$ cat src/rtl/bpu_pkg.sv
// Shared types and constants for the branch-predictor update sequencer.
package bpu_pkg;

    localparam int BPU_XLEN = 32;
    localparam logic [BPU_XLEN-1:0] PC_INC = 32'd4;

    typedef enum logic [1:0] {
        ST_IDLE    = 2'd0,
        ST_BTB_WR  = 2'd1,
        ST_PHT_UPD = 2'd2
    } bpu_state_e;

    typedef struct packed {
        logic [BPU_XLEN-1:0] pc;
        logic [BPU_XLEN-1:0] target;
        logic                taken;
        logic                need_btb;
    } upd_entry_t;

    // Fetch restart address after a mispredict; the fall-through add wraps modulo 2^XLEN.
    function automatic logic [BPU_XLEN-1:0] restart_pc(
        input logic                taken,
        input logic [BPU_XLEN-1:0] target,
        input logic [BPU_XLEN-1:0] pc
    );
        logic [BPU_XLEN-1:0] addr;
        if (taken) begin
            addr = target;
        end else begin
            addr = pc + PC_INC;
        end
        return addr;
    endfunction

endpackage

$ cat src/rtl/bpu_upd_fifo.sv
// Update queue: synchronous FIFO whose pointers carry an extra wrap bit.
module bpu_upd_fifo
    import bpu_pkg::*;
#(
    parameter int DEPTH = 4
) (
    input  logic                    clk,
    input  logic                    rst_n,
    input  logic                    push_i,
    input  upd_entry_t              push_data_i,
    input  logic                    pop_i,
    output upd_entry_t              head_o,
    output upd_entry_t              next_o,
    output logic [$clog2(DEPTH):0]  count_o,
    output logic                    full_o,
    output logic                    empty_o
);

    localparam int AW = $clog2(DEPTH);

    upd_entry_t     mem_q [DEPTH];
    logic [AW:0]    wr_ptr_q;
    logic [AW:0]    rd_ptr_q;
    logic [AW-1:0]  rd_idx_nxt_s;
    logic           do_push_s;
    logic           do_pop_s;

    assign count_o      = wr_ptr_q - rd_ptr_q;
    assign full_o       = (count_o == (AW+1)'(DEPTH));
    assign empty_o      = (wr_ptr_q == rd_ptr_q);
    assign do_push_s    = push_i & ~full_o;
    assign do_pop_s     = pop_i & ~empty_o;
    assign rd_idx_nxt_s = rd_ptr_q[AW-1:0] + AW'(1'b1);
    // next_o lets the sequencer chain straight into the following entry on a pop.
    assign head_o       = mem_q[rd_ptr_q[AW-1:0]];
    assign next_o       = mem_q[rd_idx_nxt_s];

    // Pointer and storage update.
    always_ff @(posedge clk or negedge rst_n) begin
        if (!rst_n) begin
            wr_ptr_q <= '0;
            rd_ptr_q <= '0;
            for (int i = 0; i < DEPTH; i++) begin
                mem_q[i] <= '0;
            end
        end else begin
            if (do_push_s) begin
                mem_q[wr_ptr_q[AW-1:0]] <= push_data_i;
                wr_ptr_q                <= wr_ptr_q + (AW+1)'(1'b1);
            end
            if (do_pop_s) begin
                rd_ptr_q <= rd_ptr_q + (AW+1)'(1'b1);
            end
        end
    end

endmodule

$ cat src/rtl/bpu_update_ctrl.sv
// Branch update sequencer: mispredict flush/redirect plus serialised BTB/PHT update strobes.
// Optional statistics counters are built when BPU_STATS_EN is defined.
module bpu_update_ctrl
    import bpu_pkg::*;
#(
    parameter int XLEN  = BPU_XLEN,
    parameter int DEPTH = 4
) (
    input  logic            clk,
    input  logic            rst,
    input  logic            ex_valid,
    input  logic            ex_is_branch,
    input  logic [XLEN-1:0] ex_pc,
    input  logic [XLEN-1:0] ex_target,
    input  logic            ex_taken,
    input  logic            ex_pred_taken,
    input  logic            ex_pred_hit,
    input  logic [XLEN-1:0] ex_pred_addr,
    input  logic            bpu_hold,
    output logic [XLEN-1:0] ADDR_EX,
    output logic [XLEN-1:0] Pred_EX,
    output logic            state_write,
    output logic            state_change,
    output logic            branch,
    output logic            flush,
    output logic [XLEN-1:0] redirect_pc,
    output logic            q_full,
    output logic [31:0]     br_count,
    output logic [31:0]     mispred_count,
    output logic [15:0]     drop_count
);

    localparam int AW = $clog2(DEPTH);

    logic            res_s;
    logic            mispred_s;
    logic            pop_s;
    logic            more_s;
    logic            full_s;
    logic            empty_s;
    logic [AW:0]     count_s;
    upd_entry_t      push_entry_s;
    upd_entry_t      head_s;
    upd_entry_t      next_s;
    upd_entry_t      sel_s;
    bpu_state_e      state_q;
    bpu_state_e      state_d;
    logic            flush_q;
    logic [XLEN-1:0] redirect_q;
    logic [XLEN-1:0] addr_q;
    logic [XLEN-1:0] pred_q;
    logic            branch_q;

    assign res_s     = ex_valid & ex_is_branch;
    assign mispred_s = res_s & ((ex_taken != ex_pred_taken) |
                                (ex_taken & (ex_pred_addr != ex_target)));

    assign push_entry_s.pc       = ex_pc;
    assign push_entry_s.target   = ex_target;
    assign push_entry_s.taken    = ex_taken;
    assign push_entry_s.need_btb = ex_taken & (~ex_pred_hit | (ex_pred_addr != ex_target));

    bpu_upd_fifo #(
        .DEPTH (DEPTH)
    ) u_fifo (
        .clk         (clk),
        .rst_n       (rst),
        .push_i      (res_s),
        .push_data_i (push_entry_s),
        .pop_i       (pop_s),
        .head_o      (head_s),
        .next_o      (next_s),
        .count_o     (count_s),
        .full_o      (full_s),
        .empty_o     (empty_s)
    );

    assign q_full = full_s;
    assign more_s = (count_s > (AW+1)'(1'b1));

    // Mispredict flush pulse and restart address.
    always_ff @(posedge clk or negedge rst) begin
        if (!rst) begin
            flush_q    <= 1'b0;
            redirect_q <= '0;
        end else begin
            flush_q <= mispred_s;
            if (mispred_s) begin
                redirect_q <= restart_pc(ex_taken, ex_target, ex_pc);
            end else begin
                redirect_q <= redirect_q;
            end
        end
    end

    // FSM state register.
    always_ff @(posedge clk or negedge rst) begin
        if (!rst) begin
            state_q <= ST_IDLE;
        end else begin
            state_q <= state_d;
        end
    end

    // FSM next state; PHT_UPD chains into the following entry without visiting IDLE.
    always_comb begin
        state_d = state_q;
        if (bpu_hold) begin
            state_d = state_q;
        end else begin
            case (state_q)
                ST_IDLE: begin
                    if (!empty_s) begin
                        state_d = head_s.need_btb ? ST_BTB_WR : ST_PHT_UPD;
                    end else begin
                        state_d = ST_IDLE;
                    end
                end
                ST_BTB_WR: state_d = ST_PHT_UPD;
                ST_PHT_UPD: begin
                    if (more_s) begin
                        state_d = next_s.need_btb ? ST_BTB_WR : ST_PHT_UPD;
                    end else begin
                        state_d = ST_IDLE;
                    end
                end
                default: state_d = ST_IDLE;
            endcase
        end
    end

    // FSM outputs: strobes are suppressed while the predictor is held.
    always_comb begin
        state_write  = 1'b0;
        state_change = 1'b0;
        pop_s        = 1'b0;
        if (bpu_hold) begin
            state_write  = 1'b0;
            state_change = 1'b0;
        end else begin
            case (state_q)
                ST_BTB_WR:  state_write = 1'b1;
                ST_PHT_UPD: begin
                    state_change = 1'b1;
                    pop_s        = 1'b1;
                end
                default: begin
                    state_write  = 1'b0;
                    state_change = 1'b0;
                end
            endcase
        end
    end

    assign sel_s = pop_s ? next_s : head_s;

    // Update payload registers, loaded for the entry the FSM is about to serve.
    always_ff @(posedge clk or negedge rst) begin
        if (!rst) begin
            addr_q   <= '0;
            pred_q   <= '0;
            branch_q <= 1'b0;
        end else if (state_d != ST_IDLE) begin
            addr_q   <= sel_s.pc;
            pred_q   <= sel_s.target;
            branch_q <= sel_s.taken;
        end else begin
            addr_q   <= addr_q;
            pred_q   <= pred_q;
            branch_q <= branch_q;
        end
    end

    assign ADDR_EX     = addr_q;
    assign Pred_EX     = pred_q;
    assign branch      = branch_q;
    assign flush       = flush_q;
    assign redirect_pc = redirect_q;

`ifdef BPU_STATS_EN
    logic        drop_s;
    logic [31:0] br_cnt_q;
    logic [31:0] mis_cnt_q;
    logic [15:0] drop_cnt_q;

    assign drop_s = res_s & full_s;

    // Saturating statistics counters.
    always_ff @(posedge clk or negedge rst) begin
        if (!rst) begin
            br_cnt_q   <= 32'd0;
            mis_cnt_q  <= 32'd0;
            drop_cnt_q <= 16'd0;
        end else begin
            if (res_s && !(&br_cnt_q)) begin
                br_cnt_q <= br_cnt_q + 32'd1;
            end
            if (mispred_s && !(&mis_cnt_q)) begin
                mis_cnt_q <= mis_cnt_q + 32'd1;
            end
            if (drop_s && !(&drop_cnt_q)) begin
                drop_cnt_q <= drop_cnt_q + 16'd1;
            end
        end
    end

    assign br_count      = br_cnt_q;
    assign mispred_count = mis_cnt_q;
    assign drop_count    = drop_cnt_q;
`else
    assign br_count      = 32'd0;
    assign mispred_count = 32'd0;
    assign drop_count    = 16'd0;
`endif

endmodule

$ cat config.mk
export PLATFORM = sky130hd
export DESIGN_NAME = bpu_update_ctrl
export DESIGN_NICKNAME = d
export VERILOG_FILES = /design/src/rtl/bpu_pkg.sv /design/src/rtl/bpu_upd_fifo.sv /design/src/rtl/bpu_update_ctrl.sv
export SDC_FILE = /design/constraint.sdc
export NUM_CORES = 1
export LEC_CHECK = 0
export ABC_CLOCK_PERIOD_IN_PS = 6100
export CAP_MARGIN = 20
export CELL_PAD_IN_SITES_DETAIL_PLACEMENT = 1
export CELL_PAD_IN_SITES_GLOBAL_PLACEMENT = 1
export CORE_ASPECT_RATIO = 1.75
export CORE_MARGIN = 2
export CORE_UTILIZATION = 45
export CTS_BUF_LIST = sky130_fd_sc_hd__clkbuf_16
export DETAILED_ROUTE_END_ITERATION = 10
export GPL_ROUTABILITY_DRIVEN = 0
export PLACE_DENSITY = 0.8
export SYNTH_ARGS = -nofsm -noshare
export SYNTH_HDL_FRONTEND = slang
export SYNTH_SLANG_ARGS = --single-unit
$ cat constraint.sdc
create_clock -name clk -period 6.1 [get_ports clk]
set_input_delay 0.915 -clock clk [delete_from_list [all_inputs] [get_ports clk]]
set_output_delay 0.915 -clock clk [all_outputs]
set_load 0.01 [all_outputs]
==> results.md <==
* Area Overhead vs Synth at 17.05%
* First DRT Iteration DRCs at 758
* Nets at 1740
* Clock-pin slew on the worst setup and hold paths at 0.07 ns
* Core footprint at between 40000 and 50000 um2
* Area leader, netlist: dfrtp_1
* Slew headroom at 0.3814
* Total power at 12820 uW
* RSZ-0062 raised after global routing: false
* Avg Cell Area, Syn at 13.32 um2
* Critical-path cell list: ha_1, fa_1, xnor3_1, nor2_1, nor2_1, nand2_4, buf_4, mux2_2
* WS Path Type: reg2reg
* Total GRT Usage at 0.2576
* First-pass DRT Iterations at 5
* VDD IR max at 386.5 uV
* Core Rows at 101
* Area of the multi-input gates at approximately 9600 um2
* Die X at 161.8 um
* Avg WL per Cell at 26.17 um
* Setup Fix Bufs, Post-CTS at 0
* Largest net degree at the start of global routing at 156
* Static Leak at about 0.0093 uW
* Top post-synthesis cells by area: dfrtp_1 (47%), mux4_2 (15%), mux2_2 (14%), mux2i_1 (3.3%), buf_4 (3.3%)
* Vias/cell at about 5.9
* Cells after synthesis at around 1.5k
* Initial Util at 0.4537
* Drt total wl at 57.99 mm
* Final Max Slew Viols at 0
* Vias in the first global route at 14.10k
* Hold Fails Final Rpt at 0
* H-tree depth at 2
* Share of layout cells above drive strength 1 at 0.3042
* I/O Buffers at 204
* Total Neg Setup Slack at 0 ns
* Clk buf depth at 3
* Crit path DAT at 4.49 ns
* Logic pwr share at 0.472
* CP Max Fanout at 43
* Synth async-reset ratio at 1.000
* First-pass GRT wire length at 87.87 mm
* Worst-margin pin slew at 0.9279 ns
* CP endpoint kind: register
* Max Cap Viol at 0
* Hold Crit Class: in2async
* Clock power share at 0.168
* Diode count at 0
* CP dominant cell by count: nor2_1
* Main synth FF type: dfrtp_1
* Mapped cell area at 19610 um2
* Setup Skew at 0.01395 ns
* CP max stage delay at around 0.76 ns
* Net Sw Frac at 0.3569
* Tmin final at 4.081 ns
* Fill cells at roughly 4.3k
* Data required time of the worst path at between 6 and 7 ns
* Register Area at 9264 um2
* Sequential area share after synthesis at 0.4722
* Power Density at between 500 and 600 nW/um2
* Vias post-DR at 13.13k
* FMAX at 245.0 MHz
* CTS tree: done
* Io pins at 285
* Total global routing overflow at 0
* Initial antenna violation count at 0
* Hold_buf cts at 0
* Fin crit share at 0.6690
* Die area at 45320 um2
* Psw at 4575 uW
* Seq pwr share at 0.360
* # setup viols final at 0
* Clk root buf: clkbuf_16
* DRC viols at 0
* Crit path max-delay cell type: dfrtp_4
* CTS buffer count at 36
* Die height at approximately 280 um
* Internal power at slightly above 8000 uW
* Clock latency on the worst-skew pair at 0.54 ns
* #FFs+latches synth at 370
* Antenna Nets Post-Route at 0
* Yosys warning total at 0
* Outcome: completed
* Synth top area share at 0.4722
* Clock tree sinks at 370
* DP HPWL at a little under 40 mm
* Post_cts resized at 0
* Crit path launch type: register
* Yosys cell types at 59
* Post-synth EDFFs at 0
[kinds of logic after synthesis]
kind of cell | share of synthesized area
XOR/XNOR | 0.02750
flip-flops | 0.4722
AND/OR/NAND/NOR | 0.05609
multiplexers | 0.3238
buffers and inverters | 0.05724
adder cells (fa/ha/maj) | 0.006126
other | 0.0001913
AO/OA/AOI/OAI | 0.05686
[through the flow]
stage | cell area, um2 | instances | utilization | hold WS, ns | setup slack (ns)
global route | 22950 | 2216 | 0.5310 | 0.4308 | 1.869
floorplan | 19900 | 1551 | - | 0.4610 | 3.024
detailed placement | 21850 | 2155 | 0.5056 | 0.4780 | 1.637
global placement | 21850 | 2155 | 0.5056 | 0.4648 | 1.726
CTS | 22950 | 2216 | 0.5310 | 0.4303 | 2.052
finish | 22950 | 2216 | 0.5310 | 0.3992 | 2.019
[power groups by stage]
stage	Clock (uW)	Combinational (uW)	Sequential, uW
2_1_floorplan	0	4340	4320
3_3_place_gp	0	5830	4460
3_5_place_dp	0	6100	4610
4_1_cts	2210	6160	4590
5_1_grt	2300	6520	4750
6_report	2160	6050	4610
[worst paths after layout]
check | start | endpoint | slack, ns | depth (start not counted)
setup / recovery | u_fifo.rd_ptr_q[0] | u_fifo.mem_q[50] | 2.02 | 8
hold reg to reg | Pred_EX[18] | Pred_EX[18] | 0.48 | 2
setup reg to reg | u_fifo.rd_ptr_q[0] | u_fifo.mem_q[50] | 2.02 | 8
min in group clk | Pred_EX[18] | Pred_EX[18] | 0.48 | 2
max in group asynchronous | rst | u_fifo.rd_ptr_q[0] | 4.26 | 2
hold / removal | rst | ADDR_EX[9] | 0.40 | 1
[flip-flops by register name (all words and copies together), names as in the netlist]
name and count:
u_fifo.wr_ptr_q 3, Pred_EX 32, redirect_pc 32, state_q 2
flush 1, u_fifo.rd_ptr_q 3, u_fifo.mem_q 264, ADDR_EX 32
branch 1
[metal layers]
metal | up-vias | global-route usage | part of all wire | wire length, um
li1 | 5607 | - | - | -
met2 | 466 | 0.4453 | 0.51 | 29710
met5 | - | 0 | 0 | 0
met4 | 0 | 0.1509 | 0.066 | 3841
met1 | 6920 | 0.3060 | 0.37 | 21700
met3 | 138 | 0.03548 | 0.047 | 2741
[layout make-up]
cell class,instances,share of cell area
multi-input cells,982,0.4175
flip-flops and latches,370,0.4036
repair buffers,228,0.09867
clock buffers,37,0.04034
well taps,566,0.03086
clock inverters,24,0.007523
inverters,9,0.001472
[placed cells by master (no fill, tap or decap), types with 10 or more instances in the layout]
cell / count
xnor2_1: 51
mux2i_1: 65
mux4_2: 132
nand2b_1: 16
clkdlybuf4s50_1: 203
conb_1: 80
dfrtp_1: 368
clkbuf_16: 37
nand3_1: 12
inv_1: 15
o21ai_0: 93
nand2_1: 109
mux2_2: 242
nand4_1: 14
a21oi_1: 10
nor2_1: 27
buf_4: 21
o22ai_1: 16
o221a_2: 27
[worst max-delay path, delay by kind of cell, from the launching register on]
kind / cells / cell delay, ns
buffers and inverters: 1 / 0.48
AND/OR/NAND/NOR: 3 / 1.19
adder cells (fa/ha/maj): 2 / 0.75
multiplexers: 1 / 0.37
XOR/XNOR: 1 / 0.29
flip-flops: 1 / 0.76
[cell usage after synthesis (all sizes together) (6+ instances only)]
cell type and number:
o221a 29, nand3 12, buf 133, nand4 15
nor3 12, mux2 242, inv 9, clkbuf 57
nor2 27, xor2 8, a21oi 10, nand2 113
nand2b 16, nor4 10, o21ai 93, xnor2 51
mux2i 65, o22ai 16, dfrtp 370, mux4 132
ha 8, or2 6
Note: power is estimated with default switching activity, not from simulation.
